--- src/rtl/md_issue_ctrl_pkg.sv ---
// Shared decode constants, field helpers and FSM state encoding for the
// multiply/divide issue controller.
package md_issue_ctrl_pkg;

    // Primary opcode shared by every HI/LO-class instruction
    localparam logic [5:0] OP_SPECIAL = 6'b000000;

    // Function codes of the multiply/divide family
    localparam logic [5:0] FN_MFHI  = 6'b010000;
    localparam logic [5:0] FN_MTHI  = 6'b010001;
    localparam logic [5:0] FN_MFLO  = 6'b010010;
    localparam logic [5:0] FN_MTLO  = 6'b010011;
    localparam logic [5:0] FN_MULT  = 6'b011000;
    localparam logic [5:0] FN_MULTU = 6'b011001;
    localparam logic [5:0] FN_DIV   = 6'b011010;
    localparam logic [5:0] FN_DIVU  = 6'b011011;

    // Latency tracker state: which kind of operation is outstanding
    typedef enum logic [1:0] {
        ST_IDLE = 2'd0,
        ST_MUL  = 2'd1,
        ST_DIV  = 2'd2
    } md_state_t;

    // Primary opcode field
    function automatic logic [5:0] op_field(input logic [31:0] instr);
        return instr[31:26];
    endfunction

    // Function code field
    function automatic logic [5:0] func_field(input logic [31:0] instr);
        return instr[5:0];
    endfunction

endpackage

--- src/rtl/md_decode.sv ---
// Combinational classifier for multiply/divide-family instructions.
// Only the opcode and function fields take part in the decision.
module md_decode
    import md_issue_ctrl_pkg::*;
(
    input  logic [31:0] instr,
    output logic        is_start,
    output logic        is_mul,
    output logic        is_div,
    output logic        is_mfhi,
    output logic        is_mflo,
    output logic        is_mdclass
);

    logic [5:0] op;
    logic [5:0] fn;
    logic       special;
    logic       is_mthi;
    logic       is_mtlo;
    logic       unused_bits;

    assign op      = op_field(instr);
    assign fn      = func_field(instr);
    assign special = (op == OP_SPECIAL);

    // Register-specifier bits play no part in classification
    assign unused_bits = ^instr[25:6];

    // Classify by function code once the opcode is SPECIAL
    always_comb begin
        is_mul  = 1'b0;
        is_div  = 1'b0;
        is_mfhi = 1'b0;
        is_mflo = 1'b0;
        is_mthi = 1'b0;
        is_mtlo = 1'b0;
        if (special) begin
            is_mul  = (fn == FN_MULT) || (fn == FN_MULTU);
            is_div  = (fn == FN_DIV)  || (fn == FN_DIVU);
            is_mfhi = (fn == FN_MFHI);
            is_mflo = (fn == FN_MFLO);
            is_mthi = (fn == FN_MTHI);
            is_mtlo = (fn == FN_MTLO);
        end
    end

    assign is_start   = is_mul | is_div;
    assign is_mdclass = is_start | is_mfhi | is_mflo | is_mthi | is_mtlo;

endmodule

--- src/rtl/md_issue_ctrl.sv ---
// E-stage issue and hazard controller for the multiply/divide unit.
// Issues start pulses, mirrors the unit's latency in a private FSM, stalls
// HI/LO-class instructions in D while an operation is outstanding, muxes the
// mfhi/mflo result, and flags any disagreement with the unit's busy flag.
//
// Issue handshake: md_start is a one-cycle pulse with no back-pressure; the
// unit accepts it unconditionally on the edge where it is high.  The
// controller only raises it when its FSM is IDLE and req is low, so the unit
// is never started while busy.
module md_issue_ctrl
    import md_issue_ctrl_pkg::*;
#(
    parameter int MUL_CYCLES = 5,
    parameter int DIV_CYCLES = 10,
    parameter int CNT_W      = 4
) (
    input  logic             clk,
    input  logic             reset,
    input  logic             req,
    input  logic [31:0]      instr_d,
    input  logic [31:0]      instr_e,
    input  logic             md_busy,
    input  logic [31:0]      hi,
    input  logic [31:0]      lo,
    output logic             md_start,
    output logic             md_stall,
    output logic [31:0]      md_rdata,
    output logic             md_rd_en,
    output logic             seq_err,
    output md_state_t        dbg_state,
    output logic [CNT_W-1:0] dbg_rem
);

    // D-stage classification
    logic d_start, d_mul, d_div, d_mfhi, d_mflo, d_mdclass;
    // E-stage classification
    logic e_start, e_mul, e_div, e_mfhi, e_mflo, e_mdclass;

    md_state_t        state;
    logic [CNT_W-1:0] rem;
    logic             armed;
    logic             busy_view;
    logic             illegal_start;
    logic             unused_dec;

    md_decode u_dec_d (
        .instr      (instr_d),
        .is_start   (d_start),
        .is_mul     (d_mul),
        .is_div     (d_div),
        .is_mfhi    (d_mfhi),
        .is_mflo    (d_mflo),
        .is_mdclass (d_mdclass)
    );

    md_decode u_dec_e (
        .instr      (instr_e),
        .is_start   (e_start),
        .is_mul     (e_mul),
        .is_div     (e_div),
        .is_mfhi    (e_mfhi),
        .is_mflo    (e_mflo),
        .is_mdclass (e_mdclass)
    );

    // Only the class flag matters in D; only the start/read flags matter in E
    assign unused_dec = ^{d_start, d_mul, d_div, d_mfhi, d_mflo, e_div, e_mdclass};

    // The FSM's view of whether the unit should currently be busy
    assign busy_view = (state != ST_IDLE);

    // A start reaching E while an operation is outstanding slipped past the stall
    assign illegal_start = e_start & busy_view;

    assign md_start = e_start & ~req & (state == ST_IDLE);
    assign md_stall = d_mdclass & (md_start | busy_view);
    assign md_rd_en = e_mfhi | e_mflo;

    // HI/LO read mux for the E/M pipeline register
    always_comb begin
        md_rdata = 32'h0;
        if (e_mfhi) begin
            md_rdata = hi;
        end else if (e_mflo) begin
            md_rdata = lo;
        end
    end

    // Latency tracker: counts the unit's busy cycles, frozen while req is high
    always_ff @(posedge clk) begin
        if (reset) begin
            state <= ST_IDLE;
            rem   <= '0;
        end else begin
            unique case (state)
                ST_IDLE: begin
                    if (md_start) begin
                        if (e_mul) begin
                            state <= ST_MUL;
                            rem   <= CNT_W'(MUL_CYCLES);
                        end else begin
                            state <= ST_DIV;
                            rem   <= CNT_W'(DIV_CYCLES);
                        end
                    end
                end
                ST_MUL, ST_DIV: begin
                    if (!req) begin
                        if (rem == CNT_W'(1)) begin
                            state <= ST_IDLE;
                            rem   <= '0;
                        end else begin
                            rem <= rem - CNT_W'(1);
                        end
                    end
                end
                default: begin
                    state <= ST_IDLE;
                    rem   <= '0;
                end
            endcase
        end
    end

    // Sticky consistency check against the unit, armed by the first start
    always_ff @(posedge clk) begin
        if (reset) begin
            armed   <= 1'b0;
            seq_err <= 1'b0;
        end else begin
            if (md_start) begin
                armed <= 1'b1;
            end
            if (armed && (md_busy != busy_view)) begin
                seq_err <= 1'b1;
            end
            if (illegal_start) begin
                seq_err <= 1'b1;
            end
        end
    end

    assign dbg_state = state;
    assign dbg_rem   = rem;

endmodule

--- config.mk ---
export PLATFORM = sky130hd
export DESIGN_NAME = md_issue_ctrl
export DESIGN_NICKNAME = d
export VERILOG_FILES = /design/src/rtl/md_issue_ctrl_pkg.sv /design/src/rtl/md_decode.sv /design/src/rtl/md_issue_ctrl.sv
export SDC_FILE = /design/constraint.sdc
export NUM_CORES = 1
export LEC_CHECK = 0
export ABC_AREA = 1
export ABC_CLOCK_PERIOD_IN_PS = 1800
export BUFFER_PORTS_ARGS = -buffer_cell sky130_fd_sc_hd__buf_2
export CORE_AREA = 2 2 67 69
export DETAILED_ROUTE_END_ITERATION = 8
export DIE_AREA = 0 0 69 71
export GPL_TIMING_DRIVEN = 0
export PLACE_DENSITY = 0.88
export SYNTH_ARGS = -nofsm -noshare
export SYNTH_HDL_FRONTEND = slang
export SYNTH_HIERARCHICAL = 1
export SYNTH_SLANG_ARGS = --single-unit
--- constraint.sdc ---
create_clock -name clk -period 1.8 [get_ports clk]
set_input_delay 0.27 -clock clk [delete_from_list [all_inputs] [get_ports clk]]
set_output_delay 0.27 -clock clk [all_outputs]
set_load 0.01 [all_outputs]
Word-level counts from Yosys, hierarchy flattened
Index checks and enable logic that the tools add are counted.
Word-level totals
  bits in registers: 8
  output and inout port bits: 42
  word-level logic and storage cells: 76
  bits of input ports: 132
Cells by class
  equal/unequal tests: 21
  reduce and logical (&&, ||, !) cells: 13
  add/subtract/negate cells: 1
  bitwise operators: 13
  mux-type cells: 24
Operators with widths (number)
  equality test 6 x 5 -> 1 bit, second input constant: 14
  two-way mux 32 bit: 2
  two-way mux 4 bit: 4
  zero test 6 bit: 2
  two-way mux 1 bit: 12
  two-way mux 2 bit: 4
  bitwise OR 1 bit: 8
  one-hot mux 4 bit (2 select lines): 1
  != test 2 bit, second input constant: 3
  bitwise AND 1 bit: 4
  equality test 4 x 1 -> 1 bit, second input constant: 1
  logical OR 1 bit: 4
  one-hot mux 2 bit (2 select lines): 1
  nonzero test 2 bit: 2
  subtractor 4 x 1 -> 4 bit, second input constant: 1
  AND reduction 3 bit: 1
  equality test 2 x 1 -> 1 bit, second input constant: 1
  equality test 2 bit, second input constant: 1
  zero test 2 bit: 1
  AND reduction 2 bit: 1
  OR reduction 2 bit: 1
  logical AND 1 bit: 1
  != test 1 bit: 1
  NOT 1 bit: 1

Depth between registers and ports, before layout
Gate-level depths: netlist of the first run.
  depth in word-level cells: 9
  gate-level depth with buffers: 12
  mapped depth without buffers: 12

Hierarchy
The synthesis of the first run kept the hierarchy.
By module, submodules not included
  md_issue_ctrl: sequential area each 160.2 um2, instances 1, cells each 179, area each 955.9 um2
  md_decode: sequential area each 0.0 um2, instances 2, cells each 29, area each 152.6 um2

Worst setup path after synthesis of the first run
No wires, ideal clock.
  path kind: input port to output port
  from: input port instr_e[27]
  to: output port md_rdata[10]
  slack: 0.126 ns
  data required time: 1.530 ns
  buffers on the path: 2
  stages: 8
  data arrival time: 1.404 ns
  path through: or2_4 -> nor2_4 -> inv_2 -> nor3_2 -> buf_2 -> clkbuf_1 -> nand2_1 -> nand2_1
Between the ends
  elaborated cells between the ends (all ways): 5
  classes of those cells: mux: 4; reduce/logical: 1
RTL lines
  from (decl): RTL line md_issue_ctrl.sv:21  | input logic [31:0] instr_e,
  zero test 6 bit: RTL line md_decode.sv:24  | assign special = (op == OP_SPECIAL);
  two-way mux 1 bit: RTL line md_decode.sv:37  | if (special) begin
  named net e_mfhi: RTL line md_issue_ctrl.sv:37  | logic e_start, e_mul, e_div, e_mfhi, e_mflo, e_mdclass;
  two-way mux 32 bit: RTL line md_issue_ctrl.sv:82  | if (e_mfhi) begin
  to (decl): RTL line md_issue_ctrl.sv:27  | output logic [31:0] md_rdata,
The timed path passes the listed nets, and every way through them passes these cells.

Worst setup path after layout of the first run
  from: input port instr_e[27]
  to: output port md_rdata[18]
The elaborated chain is that of the path after synthesis.

==> impl_metrics.ini, run 1 <==
[outcome]
status = finished, final reports clean

[timing]
finalHoldWorstSlack_ps = 276
min_period_ps = 1730
post-route-period-util_pct = 96.0
fmax_mhz = 579
rsz0062_at_grt = yes
tightest_slew_ps = 249
hold_viol = 0
max_slew_margin_pct = 83.3
setup_slack_ps = 72.2
skew_ps = 2.95
slew_viol_final = 0
setup_viol = 0

[grt]
grt_util_all_layers_pct = 16.2
grt.overflow.total = 0
grt_pass1_vias = 1674
grt_max_degree = 11
antenna_found_initial = 0
grt_pass1_wl_um = 6790

[detailed_routing]
drc_errors = 0
antenna_left = 0
wirelength_um = 4040
routedWlPerCell_um = 9.73
via_per_inst = 4.50
firstDrtPassIters = 6
drt-initial-drc-count = 50
num_vias = 1867

[critical_path]
cp_cell_sequence = buf_2 -> or2_4 -> nor2_4 -> inv_2 -> nor3_2 -> buf_4 -> inv_4 -> buf_6 -> nand3_1 -> nand2_1 -> buf_2
r2r_cells = 9
reg2reg_to = dbg_state[1]
crit_arrival_ps = 1460
reg2reg_slack_ps = 420
cpMostUsedCell = buf_2
cp-start-kind = input port
critPathMaxFanout = 10
r2r-start = dbg_state[0]
slowest_delay_ps = 250
cp-end-kind = output port
required_ps = 1530
path_class = input port to output port
path_delay_family = buffers and inverters
crit_buf_inv = 6
cpMaxStageDelayCell = or2_4

[power_and_ir_drop]
p_sw_uw = 393
combPwrFrac_pct = 52.9
p_int_uw = 606
swShare_pct = 39.3
p_total_uw = 999
powerDensity_nw_per_um2 = 485
peakVddDrop_mv = 0.694
p_seq_share_pct = 25.1
leakage_nw = 1.29
clkPwrFrac_pct = 22.0

[finish]
finalNetCount = 501
post-route-util_pct = 49.0
antenna_cells = 0
area_delta_synth_final_pct = 73.4
drive_above_1_share_pct = 47.4

[clock_tree]
cts_root_buffer = clkbuf_8
cts_hold_buf = 0
clk_latency_ps = 240
htreeDepth = 1
clock-sinks = 8
path_clk_slew_ps = 40
cts_tree = yes
clock_path_buffers = 2
cts_made_buffers = 3

[die]
dieArea_um2 = 4900
start_util_pct = 28.3
die_h_um = 71
row_count = 24
ios = 174
core_area_um2 = 4200
die_x_um = 69

[yosys]
syn_area_um2 = 1190
avgSynthCellArea_um2 = 5.33
synth_nets = 359
ys.warnings.count = 6
postSynthCellCount = 223

[min_path]
worstHoldPathCells = 2
min_to = dbg_rem[2]
hold_class = input port to flop
worstHoldStart = reset

[placement]
portBuffers = 133
dpl.hpwl_um = 3420
place_congestion = 0.766
place_ws_ps = -258

[job]
drv_cap = 0
sequential cells by signal, summed over array words and instances (netlist names):
name and flops:
armed 1, dbg_rem 4, dbg_state 2, seq_err 1
stage by stage:
stage	cells	TNS, ps	cell area (µm²)
2_1_floorplan	223	0	1190
3_3_place_gp	408	-6100	1920
3_5_place_dp	408	-6370	1920
4_1_cts	414	0	2000
5_1_grt	415	-424	2060
6_report	415	0	2060
cell type report:
cell class | instances | area (µm²)
flip-flops and latches | 8 | 160
multi-input cells | 183 | 908
inverters | 21 | 81.3
fillers | 434 | 2140
repair buffers | 137 | 696
well taps | 52 | 65.1
clock buffers | 3 | 41.3
plain buffers | 11 | 109
timing repair:
action | 4_1_cts | 5_1_grt
buffers inserted | 3 | 1
setup endpoints to repair | 31 | 32
pin swaps | 1 | 1
resized for setup | 11 | 20
how the worst max path moves through the flow:
stage	startpoint	end	slack (ps)	cells after the start
floorplan	instr_e[27]	md_rdata[10]	150	8
global placement	instr_e[27]	md_rdata[25]	-260	10
detailed placement	instr_e[27]	md_rdata[23]	-260	10
CTS	instr_e[27]	md_rdata[23]	6	10
global route	instr_e[27]	md_rdata[23]	-40	11
finish	instr_e[27]	md_rdata[18]	70	11
per-layer routing:
| layer | vias up | part of all wire [%] | GRT usage, % |
|---|---|---|---|
| met3 | 5 | 8.8 | 2.71 |
| met5 | - | 0 | 0 |
| met1 | 797 | 38 | 17.5 |
| li1 | 983 | - | - |
| met2 | 82 | 52 | 31.0 |
| met4 | 0 | 1.4 | 6.75 |
layout by cell type, fill, tap and decap left out, types with 2 or more instances in the layout:
cell,instances
buf_2,133
o21ai_0,2
dfxtp_1,8
nand2_1,90
ha_1,4
nand3_1,35
clkbuf_8,3
buf_4,9
nand3_2,4
a21oi_1,6
xnor2_1,2
or2_4,3
nor3_2,2
nor3_1,2
o21ai_2,2
nor2_1,19
inv_2,2
nand3b_1,2
nor2_4,4
inv_1,18
buf_6,5
power groups by stage:
stage | clock network (mW) | logic [mW] | registers, mW
floorplan | 0 | 0.318 | 0.262
global placement | 0 | 0.501 | 0.250
detailed placement | 0 | 0.518 | 0.254
CTS | 0.228 | 0.521 | 0.251
global route | 0.233 | 0.589 | 0.257
finish | 0.220 | 0.528 | 0.250
worst register-to-register path, stage by stage, from the launching register on:
cell and delay [ps]:
dfxtp_1 370, inv_1 60, ha_1 260, o21ai_2 90
buf_4 130, nand2_4 80, nor2_4 140, nand2_1 60
nand2_1 50, nor2_1 40
Note: power is estimated with default switching activity, not from simulation.
==> inputs of run 2 (changes only) <==
CELL_PAD_IN_SITES_DETAIL_PLACEMENT = 0   (was default)
CELL_PAD_IN_SITES_GLOBAL_PLACEMENT = 1   (was default)
CORE_AREA = default   (was 2 2 67 69)
CORE_MARGIN = 1   (was default)
CORE_UTILIZATION = 17   (was default)
DIE_AREA = default   (was 0 0 69 71)
GPL_ROUTABILITY_DRIVEN = 0   (was default)
PLACE_DENSITY = 0.89   (was 0.88)
SLEW_MARGIN = 20   (was default)
==> impl_metrics.ini, run 2 (synthesis gave the netlist of run 1 again) <==
[detailed_routing]
routedWlPerCell_um = 10.4
firstDrtPassIters = 4
via_per_inst = 4.23
num_vias = 1887
wirelength_um = 4620
drc_errors = 0
drt-initial-drc-count = 44
antenna_left = 0

[clock_tree]
clock-sinks = 8
path_clk_slew_ps = 40
cts_made_buffers = 3
clk_latency_ps = 230
cts_root_buffer = clkbuf_8
clock_path_buffers = 2
htreeDepth = 1
cts_tree = yes

[critical_path]
cp_cell_sequence = buf_6 -> or2_4 -> nor2_4 -> inv_2 -> nor3_4 -> buf_6 -> clkinvlp_4 -> buf_6 -> nand3_1 -> nand2_1 -> buf_2
critPathMaxFanout = 10
reg2reg_slack_ps = 370
cpMostUsedCell = buf_6
reg2reg_to = dbg_state[1]
crit_buf_inv = 6
required_ps = 1530
cp-end-kind = output port
path_delay_family = buffers and inverters
cp-start-kind = input port
path_class = input port to output port
cpMaxStageDelayCell = or2_4
r2r_cells = 9
r2r-start = dbg_state[0]
slowest_delay_ps = 240
crit_arrival_ps = 1600

[min_path]
hold_class = input port to flop
worstHoldPathCells = 2
min_to = seq_err
worstHoldStart = reset

[finish]
fin_area_um2 = 2230
largest_reg_flops = 4
finalNetCount = 504
drive_above_1_share_pct = 54.1
area_delta_synth_final_pct = 87.8
antenna_cells = 0
post-route-util_pct = 33.0
layout_commonest_cell = buf_2
final_cell_mix = buf_2, nand2_1, nand3_1

[timing]
post-route-period-util_pct = 104
rsz0062_at_grt = yes
setup_slack_ps = -73.1
max_slew_margin_pct = 85.4
skew_ps = 0.791
slew_viol_final = 0
hold_viol = 0
setup_viol = 32
min_period_ps = 1870
fmax_mhz = 534
tightest_slew_ps = 218

[power_and_ir_drop]
powerDensity_nw_per_um2 = 458
leakage_nw = 1.32
peakVddDrop_mv = 0.744

[grt]
grt_util_all_layers_pct = 11.5
grt.overflow.total = 0
grt_max_degree = 12
grt_pass1_vias = 1634
grt_pass1_wl_um = 6890
antenna_found_initial = 0

[die]
dieArea_um2 = 7330
ios = 174
die_x_um = 85.6
core_area_um2 = 6760
row_count = 30
die_h_um = 85.6
start_util_pct = 17.6

[placement]
portBuffers = 133
dpl.hpwl_um = 3630
dpl_cell_area_um2 = 1950

[outcome]
status = complete, but fails checks
violations = setup timing

[job]
drv_cap = 0
[run 2: cell types whose count changed in the layout (fill, tap and decap cells not counted), sizes merged]
| cell | delta |
|---|---|
| buf | -1 |
| clkbuf | +4 |
| clkinvlp | +1 |
| inv | -1 |
[run 2: worst max path at each step]
stage / from / to / cells past startpoint
2_1_floorplan: instr_e[27] / md_rdata[10] / 8
3_3_place_gp: instr_e[27] / md_rdata[20] / 10
3_5_place_dp: instr_e[27] / md_rdata[20] / 10
4_1_cts: instr_e[27] / md_rdata[25] / 11
5_1_grt: instr_e[27] / md_rdata[19] / 11
6_report: instr_e[27] / md_rdata[26] / 11
[run 2: what timing repair did]
| action | 4_1_cts | 5_1_grt |
|---|---|---|
| pin swaps | 2 | 3 |
| setup buffers | 5 | 3 |
| resized for setup | 26 | 22 |
| cloned | 1 | 0 |
| setup endpoints to repair | 32 | 35 |
| hold buffers | 0 | 0 |
[run 2: layout make-up]
| class | instances | area (µm²) |
|---|---|---|
| clock buffer | 3 | 41.3 |
| fill | 725 | 4520 |
| buffer | 10 | 82.6 |
| inverter | 21 | 82.6 |
| tap | 80 | 100 |
| multi-input combinational | 183 | 1010 |
| timing repair buffer | 141 | 758 |
| sequential | 8 | 160 |
[run 2: layer usage]
metal / routed length (µm) / GRT usage (%) / vias to the layer above
met1: 1790 / 11.3 / 809
met4: 60 / 4.24 / 0
met2: 2410 / 23.7 / 82
met3: 367 / 1.83 / 7
li1: - / - / 989
met5: 0 / 0 / -
[run 2: power breakdown]
group	switching [mW]	total, mW	internal [mW]
Combinational	0.298	0.550	0.253
Clock	0.0745	0.220	0.145
Sequential	0.0406	0.252	0.212
[run 2: metrics by stage]
step	TNS, ps	std cells	power, mW	hold slack (ps)	setup slack, ps
2_1_floorplan	0	223	0.580	339	150
3_3_place_gp	-8590	436	0.760	444	-389
3_5_place_dp	-8230	436	0.778	455	-387
4_1_cts	-1930	444	1.01	277	-89.0
5_1_grt	-4770	446	1.12	290	-170
6_report	-1620	446	1.02	280	-73.1
